## config.mk

```make
export PLATFORM = sky130hd
export DESIGN_NAME = rr_arbiter_n
export DESIGN_NICKNAME = d
export VERILOG_FILES = /design/src/rtl/rr_arbiter_n.sv
export SDC_FILE = /design/constraint.sdc
export NUM_CORES = 1
export LEC_CHECK = 0
export CAP_MARGIN = 20
export CORE_AREA = 2 2 39 41
export DETAILED_ROUTE_END_ITERATION = 8
export DIE_AREA = 0 0 41 43
export HOLD_SLACK_MARGIN = 0.02
export PLACE_DENSITY = 0.75
export SYNTH_ARGS = -nofsm -noshare
export SYNTH_HDL_FRONTEND = slang
export SYNTH_SLANG_ARGS = --single-unit
```

## constraint.sdc

```tcl
create_clock -name clk -period 2.6 [get_ports clk]
set_clock_uncertainty 0.2 [all_clocks]
set_input_delay 0.52 -clock clk [delete_from_list [all_inputs] [get_ports clk]]
set_output_delay 0.52 -clock clk [all_outputs]
set_load 0.03 [all_outputs]
```

## src/rtl/rr_arbiter_n.sv

```systemverilog
// rr_arbiter_n: N-way round-robin arbiter with registered one-hot grant and optional max-hold preemption
//   clk      sole clock, rising edge
//   rst_n    asynchronous active-low reset
//   req      [N]    request per master, held until granted, dropped to release
//   gnt      [N]    registered one-hot-or-zero grant
//   gnt_id   [ID_W] binary index of current owner, valid when gnt_vld
//   gnt_vld  1      registered |gnt
//   preempt  1      one-cycle pulse when MAX_HOLD forced the grant away
module rr_arbiter_n #(
  parameter int N = 4,
  parameter int MAX_HOLD = 0,
  localparam int ID_W = (N > 1) ? $clog2(N) : 1
) (
  input  logic            clk,
  input  logic            rst_n,
  input  logic [N-1:0]    req,
  output logic [N-1:0]    gnt,
  output logic [ID_W-1:0] gnt_id,
  output logic            gnt_vld,
  output logic            preempt
);
  localparam int CW = (MAX_HOLD > 0) ? $clog2(MAX_HOLD + 1) : 1;
  typedef enum logic {IDLE, OWN} state_t;
  state_t state;
  logic [ID_W-1:0] last, win;
  logic [CW-1:0] cnt;
  logic found, hold, pre, others;
  // last always equals the current owner, so one search from last+1 serves
  // fresh grants, releases and preemption (the owner sorts last in the rotation)
  always_comb begin
    found = 1'b0;
    win = '0;
    for (int i = 0; i < N; i++) begin
      if (!found && req[(int'(last) + 1 + i) % N]) begin
        found = 1'b1;
        win = ID_W'((int'(last) + 1 + i) % N);
      end
    end
  end
  assign others = |(req & ~gnt);
  // >= rather than == so a saturated counter still preempts once a rival appears
  assign pre = (MAX_HOLD > 0) && (int'(cnt) >= MAX_HOLD - 1) && req[gnt_id] && others;
  assign hold = req[gnt_id] && !pre;
  always_ff @(posedge clk or negedge rst_n) begin
    if (!rst_n) begin
      state <= IDLE;
      gnt <= '0;
      gnt_id <= '0;
      gnt_vld <= 1'b0;
      preempt <= 1'b0;
      cnt <= '0;
      last <= ID_W'(N - 1);
    end else begin
      preempt <= 1'b0;
      if (state == OWN && hold) begin
        cnt <= (int'(cnt) == MAX_HOLD) ? cnt : cnt + 1'b1;
      end else if (found) begin
        state <= OWN;
        gnt <= N'(1) << win;
        gnt_id <= win;
        gnt_vld <= 1'b1;
        last <= win;
        cnt <= '0;
        preempt <= (state == OWN) && pre;
      end else begin
        state <= IDLE;
        gnt <= '0;
        gnt_vld <= 1'b0;
        cnt <= '0;
      end
    end
  end
endmodule

```

Yosys cells after proc, flatten, opt, wreduce, memory -nomap -nowiden
Cells that the tools add are included.

storage, ports and cells
  bits in registers = 9
  input bits = 6
  output and inout bits = 8
  word-level logic and storage cells = 55

cells by class
  $add $sub $neg = 4
  $lt $le $gt $ge = 5
  shifts and indexed selects = 1
  muxes and demuxes = 24
  bitwise operators = 5
  reduce and logical (&&, ||, !) cells = 12

operator list
  kind                                                                          count
  3-bit by 4-bit less-than comparator with 1-bit output, second input constant  4
  1-bit 2-to-1 mux                                                              14
  1-bit binary-select mux with 2-bit select                                     5
  2-bit 2-to-1 mux                                                              4
  2-bit OR reduction                                                            4
  2-bit by 1-bit adder with 2-bit output, second input constant                 2
  2-bit adder, second input constant                                            2
  1-bit bitwise AND, first input constant                                       4
  1-bit logical AND                                                             4
  4-bit 2-to-1 mux                                                              1
  1-bit by 2-bit << shifter with 4-bit output, first input constant             1
  1-bit zero test                                                               3
  2-bit by 3-bit less-than comparator with 1-bit output, second input constant  1
  2-bit AND reduction                                                           1
  1-bit inverter                                                                1

Longest topological paths before layout
  depth in word-level cells = 18
  gate-level depth with buffers = 5
  mapped depth without buffers = 4

Worst setup path after synthesis
No wires, ideal clock.

  path kind = register to register
  start point = register gnt_id[1]
  end point = register gnt_id[0]
  library setup time = 0.125 ns
  data arrival time = 1.846 ns
  required time = 2.275 ns
  setup slack = 0.430 ns
  cell stages (with the launch flop) = 6
  path buffers = 1
  clock period less this slack = 2.170 ns
  path through = dfrtp_1 > mux4_1 > and2_1 > buf_6 > a21oi_4 > mux2_2

between the ends
  longest elaborated chain between the ends = 5

RTL lines
  what                                       line  source
  start: declaration                         18    output logic [ID_W-1:0] gnt_id,
  start signal: assignment                   60    gnt_id <= win;
  1-bit binary-select mux with 2-bit select  43    assign hold = req[gnt_id] && !pre;
  1-bit 2-to-1 mux (implied by the code)     43
  1-bit logical AND                          55    if (state == OWN && hold) begin
  1-bit inverter (no source line)            -
  2-bit AND reduction (no source line)       -

No other way between the ends. The select of a mux whose other input is x is not followed.
A chain may end at the register's enable or synchronous reset.

Final worst setup path
  start point = input req[2]
  end point = register gnt_id[0]

between the ends
  longest elaborated chain between the ends = 14
  elaborated cells between the ends (all ways) = 31
  classes of those cells = mux (22); bitwise (1); reduce/logical (8)

RTL lines
  what                                                  line  source
  start: declaration                                    16    input logic [N-1:0] req,
  1-bit binary-select mux with 2-bit select             34    if (!found && req[(int'(last) + 1 + i) % N]) begin
  1-bit 2-to-1 mux (implied by the code) (2 in series)  34
  1-bit 2-to-1 mux                                      34
  1-bit zero test                                       34
  1-bit logical AND                                     34
  1-bit 2-to-1 mux                                      34
  1-bit zero test                                       34
  1-bit logical AND                                     34
  1-bit 2-to-1 mux                                      34
  1-bit zero test                                       34
  1-bit logical AND                                     34
  1-bit 2-to-1 mux                                      34
  2-bit AND reduction (no source line)                  -

Parallel ways exist; a longest one is shown, timed or not. The select of a mux whose other input is x is not followed.

==> results by group <==
Outcome
  • Result of the run: completed

Global route
  • Largest net degree at the start of global routing: 10
  • Number of global-route vias before repair: 446
  • Global-route wire length before repair: 1780 microns
  • Overall fraction of global-route tracks in use: 14.91%
  • Total overflow reported by the global router: 0
  • Number of antenna violations at the first check in global routing: 0

Placement
  • GP Congestion: 0.8909
  • Final HPWL DP: 891.9 microns
  • Total placed cells including tap cells: 81
  • Buffers on Ports: 12

Clock network
  • Post_cts resized: 0
  • Number of levels in the clock H-tree: 1
  • Root Buffer: sky130_fd_sc_hd__clkbuf_4
  • Number of buffers created by CTS: 3
  • CTS tree: built
  • Clock Latency Late Sink: 250 ps
  • Number of post-CTS setup repair buffers: 0
  • Clock transition at path regs: 60 ps
  • Hold Buf Count CTS: 0
  • CTS max path bufs: 2
  • TritonCTS Sinks: 9

Power and ir drop
  • Logic gate share of total power: 52.6%
  • Leakage power: 0.2882 nW
  • Clock network fraction of total power: 13.5%
  • Worst voltage drop across the vdd grid: 0.5625 mV
  • Net switching power figure: 328.4 uW
  • Power share of the sequential group: 33.9%
  • Sw Ratio: 41.51%
  • Internal power of the cells: 462.8 uW
  • Total power draw: 791.2 uW
  • Power density over the cells: 1146 mW/mm^2

Drt
  • Via total after detailed routing: 442
  • First-pass iteration count of the detailed router: 3
  • Drc violations: 0
  • Routed wire length: 1151 microns
  • Average wire per cell in the routed design: 13.54 microns
  • Number of design-rule violations left by the first detailed-router iteration: 12
  • Number of antenna-violating nets in the routed design: 0
  • Drt via density: 5.200

Floorplan
  • Site row count: 14
  • Initial core utilization: 36.80%
  • Height of the die: 43 microns
  • DIE AREA: 0.001763 sq mm
  • Die width: 41 microns
  • I/O Pins: 14
  • Core Area: 0.001384 sq mm

Timing
  • Final Max Slew Viols: 0
  • Crit share post-route: 86.60%
  • Number of setup violations in the final report: 0
  • F_max: 0.4442 GHz
  • Final sum of negative setup slack: 0 ps
  • Final period demand of the worst path: 2251 ps
  • Final hold violations: 0
  • RSZ-0062 raised after global routing: no

Synth
  • Count of yosys warnings during synthesis: 0
  • Synth Register Bits: 9
  • Dominant cell type by area after synthesis: sky130_fd_sc_hd__dfrtp_1
  • Share of synthesized area occupied by flip-flops and latches: 44.72%
  • Most common flop cell mapped by yosys: sky130_fd_sc_hd__dfrtp_1
  • Post-synthesis async set-or-reset flop share: 100.0%
  • Synthesized netlist net count: 57
  • Biggest area contributors in the synthesized netlist: sky130_fd_sc_hd__dfrtp_1, sky130_fd_sc_hd__dfstp_2, sky130_fd_sc_hd__mux4_1
  • Yosys top cell area share: 34.40%
  • Synth unique cells: 27
  • Post-synthesis area per instance: 9.985 sq um
  • Cells after synthesis: 51
  • Count of flip-flops with a built-in enable after synthesis: 0
  • Cell types with the highest counts after synthesis: sky130_fd_sc_hd__dfrtp_1, sky130_fd_sc_hd__nand2_1, sky130_fd_sc_hd__o21ai_0
  • Combined area of all synthesized cells: 509.2 sq um

Critical path
  • CP endpoint kind: flip-flop
  • Data arrival time of the worst path: 2190 ps
  • CP Data Required Time: 2540 ps
  • CP Launch Type: input pin
  • Critical path launch point: req[2]
  • Critical Path Fanout Max: 4
  • R2R Path Start: gnt_id[1]$_DFFE_PN0P_
  • Critical path class: input pin to flip-flop

Worst hold path
  • Worst min-delay path class: flip-flop to flip-flop
  • Hold Path Origin: gnt[0]$_DFFE_PN0N_

Run
  • # Max-Cap Violations: 0

Final layout
  • Core occupancy in the finished layout: 49.91%
  • Final Non-Filler Cells: 85
  • Number of nets in the finished design: 76
  • Number of diodes: 0
  • Fill count: 139
  • Synth-to-layout area growth: 35.63%
  • Fraction of layout cells with a size suffix above 1: 21.74%
==> stage by stage <==
stage	setup slack, ps	cell area (sq um)	hold slack, ps
6_report	348.5	690.7	274.9
5_1_grt	303.3	690.7	317.6
4_1_cts	343.4	690.7	279.4
3_5_place_dp	81.14	664.4	269.2
3_3_place_gp	127.8	664.4	262.3
2_1_floorplan	429.6	509.2	24.41
==> logic make-up after synthesis <==
group | after synthesis | synth area share, %
compound gates | 19 | 26.79
simple gates | 13 | 11.55
flops | 9 | 44.72
buf+inv | 6 | 6.633
mux | 3 | 9.583
other cells | 1 | 0.7364
==> layout by cell type, fill, tap and decap left out, types with 2 or more instances in the layout <==
cell type	n
sky130_fd_sc_hd__a21oi_1	3
sky130_fd_sc_hd__buf_4	5
sky130_fd_sc_hd__clkbuf_4	3
sky130_fd_sc_hd__clkdlybuf4s50_1	12
sky130_fd_sc_hd__dfrtp_1	7
sky130_fd_sc_hd__dfstp_2	2
sky130_fd_sc_hd__inv_1	3
sky130_fd_sc_hd__mux2_2	2
sky130_fd_sc_hd__nand2_1	7
sky130_fd_sc_hd__nor2_1	2
sky130_fd_sc_hd__nor2b_1	2
sky130_fd_sc_hd__o21ai_0	5
==> power by group through the flow <==
stage	Combinational (mW)	Clock, mW	Sequential, mW
after global placement	0.408	0	0.266
after floorplan	0.224	0	0.325
after detailed placement	0.419	0	0.271
after CTS	0.421	0.111	0.268
final	0.416	0.106	0.268
after global routing	0.453	0.123	0.279
==> routing by layer <==
metal / routed length [microns] / track usage, % / share of wire [%]
met1: 521 / 16.94 / 45
met3: 40 / 6.283 / 3.5
met4: 0 / 4.000 / 0
met5: 0 / 0 / 0
met2: 590 / 24.38 / 51
==> final cells by class <==
| class | count | area [sq um] | area share [%] |
|---|---|---|---|
| Multi-Input combinational cell | 36 | 247.7 | 35.87 |
| Sequential cell | 9 | 227.7 | 32.97 |
| Timing Repair Buffer | 17 | 157.7 | 22.83 |
| Clock buffer | 4 | 26.28 | 3.804 |
| Tap cell | 16 | 20.02 | 2.899 |
| Inverter | 3 | 11.26 | 1.630 |
==> flip-flops by register name (all words and copies together), names as in the netlist <==
signal and count:
last 2, gnt 4, gnt_vld 1, gnt_id 2
==> final timing paths <==
path / slack [ps] / cells past startpoint / to
max in group asynchronous: 1520 / 1 / last[1]$_DFFE_PN1P_
worst max-delay path: 350 / 5 / gnt_id[0]$_DFFE_PN0P_
worst min register to register: 270 / 2 / gnt[0]$_DFFE_PN0N_
min in group asynchronous: 360 / 1 / gnt[1]$_DFFE_PN0N_
worst min-delay path: 270 / 2 / gnt[0]$_DFFE_PN0N_
worst max register to register: 590 / 4 / gnt_id[0]$_DFFE_PN0P_
==> critical path, cell delays in order <==
cell	delay, ps
sky130_fd_sc_hd__clkdlybuf4s50_1	430
sky130_fd_sc_hd__mux4_1	510
sky130_fd_sc_hd__and2_1	210
sky130_fd_sc_hd__a21oi_4	160
sky130_fd_sc_hd__mux2_2	350
Power figures use the tool's default switching activity.
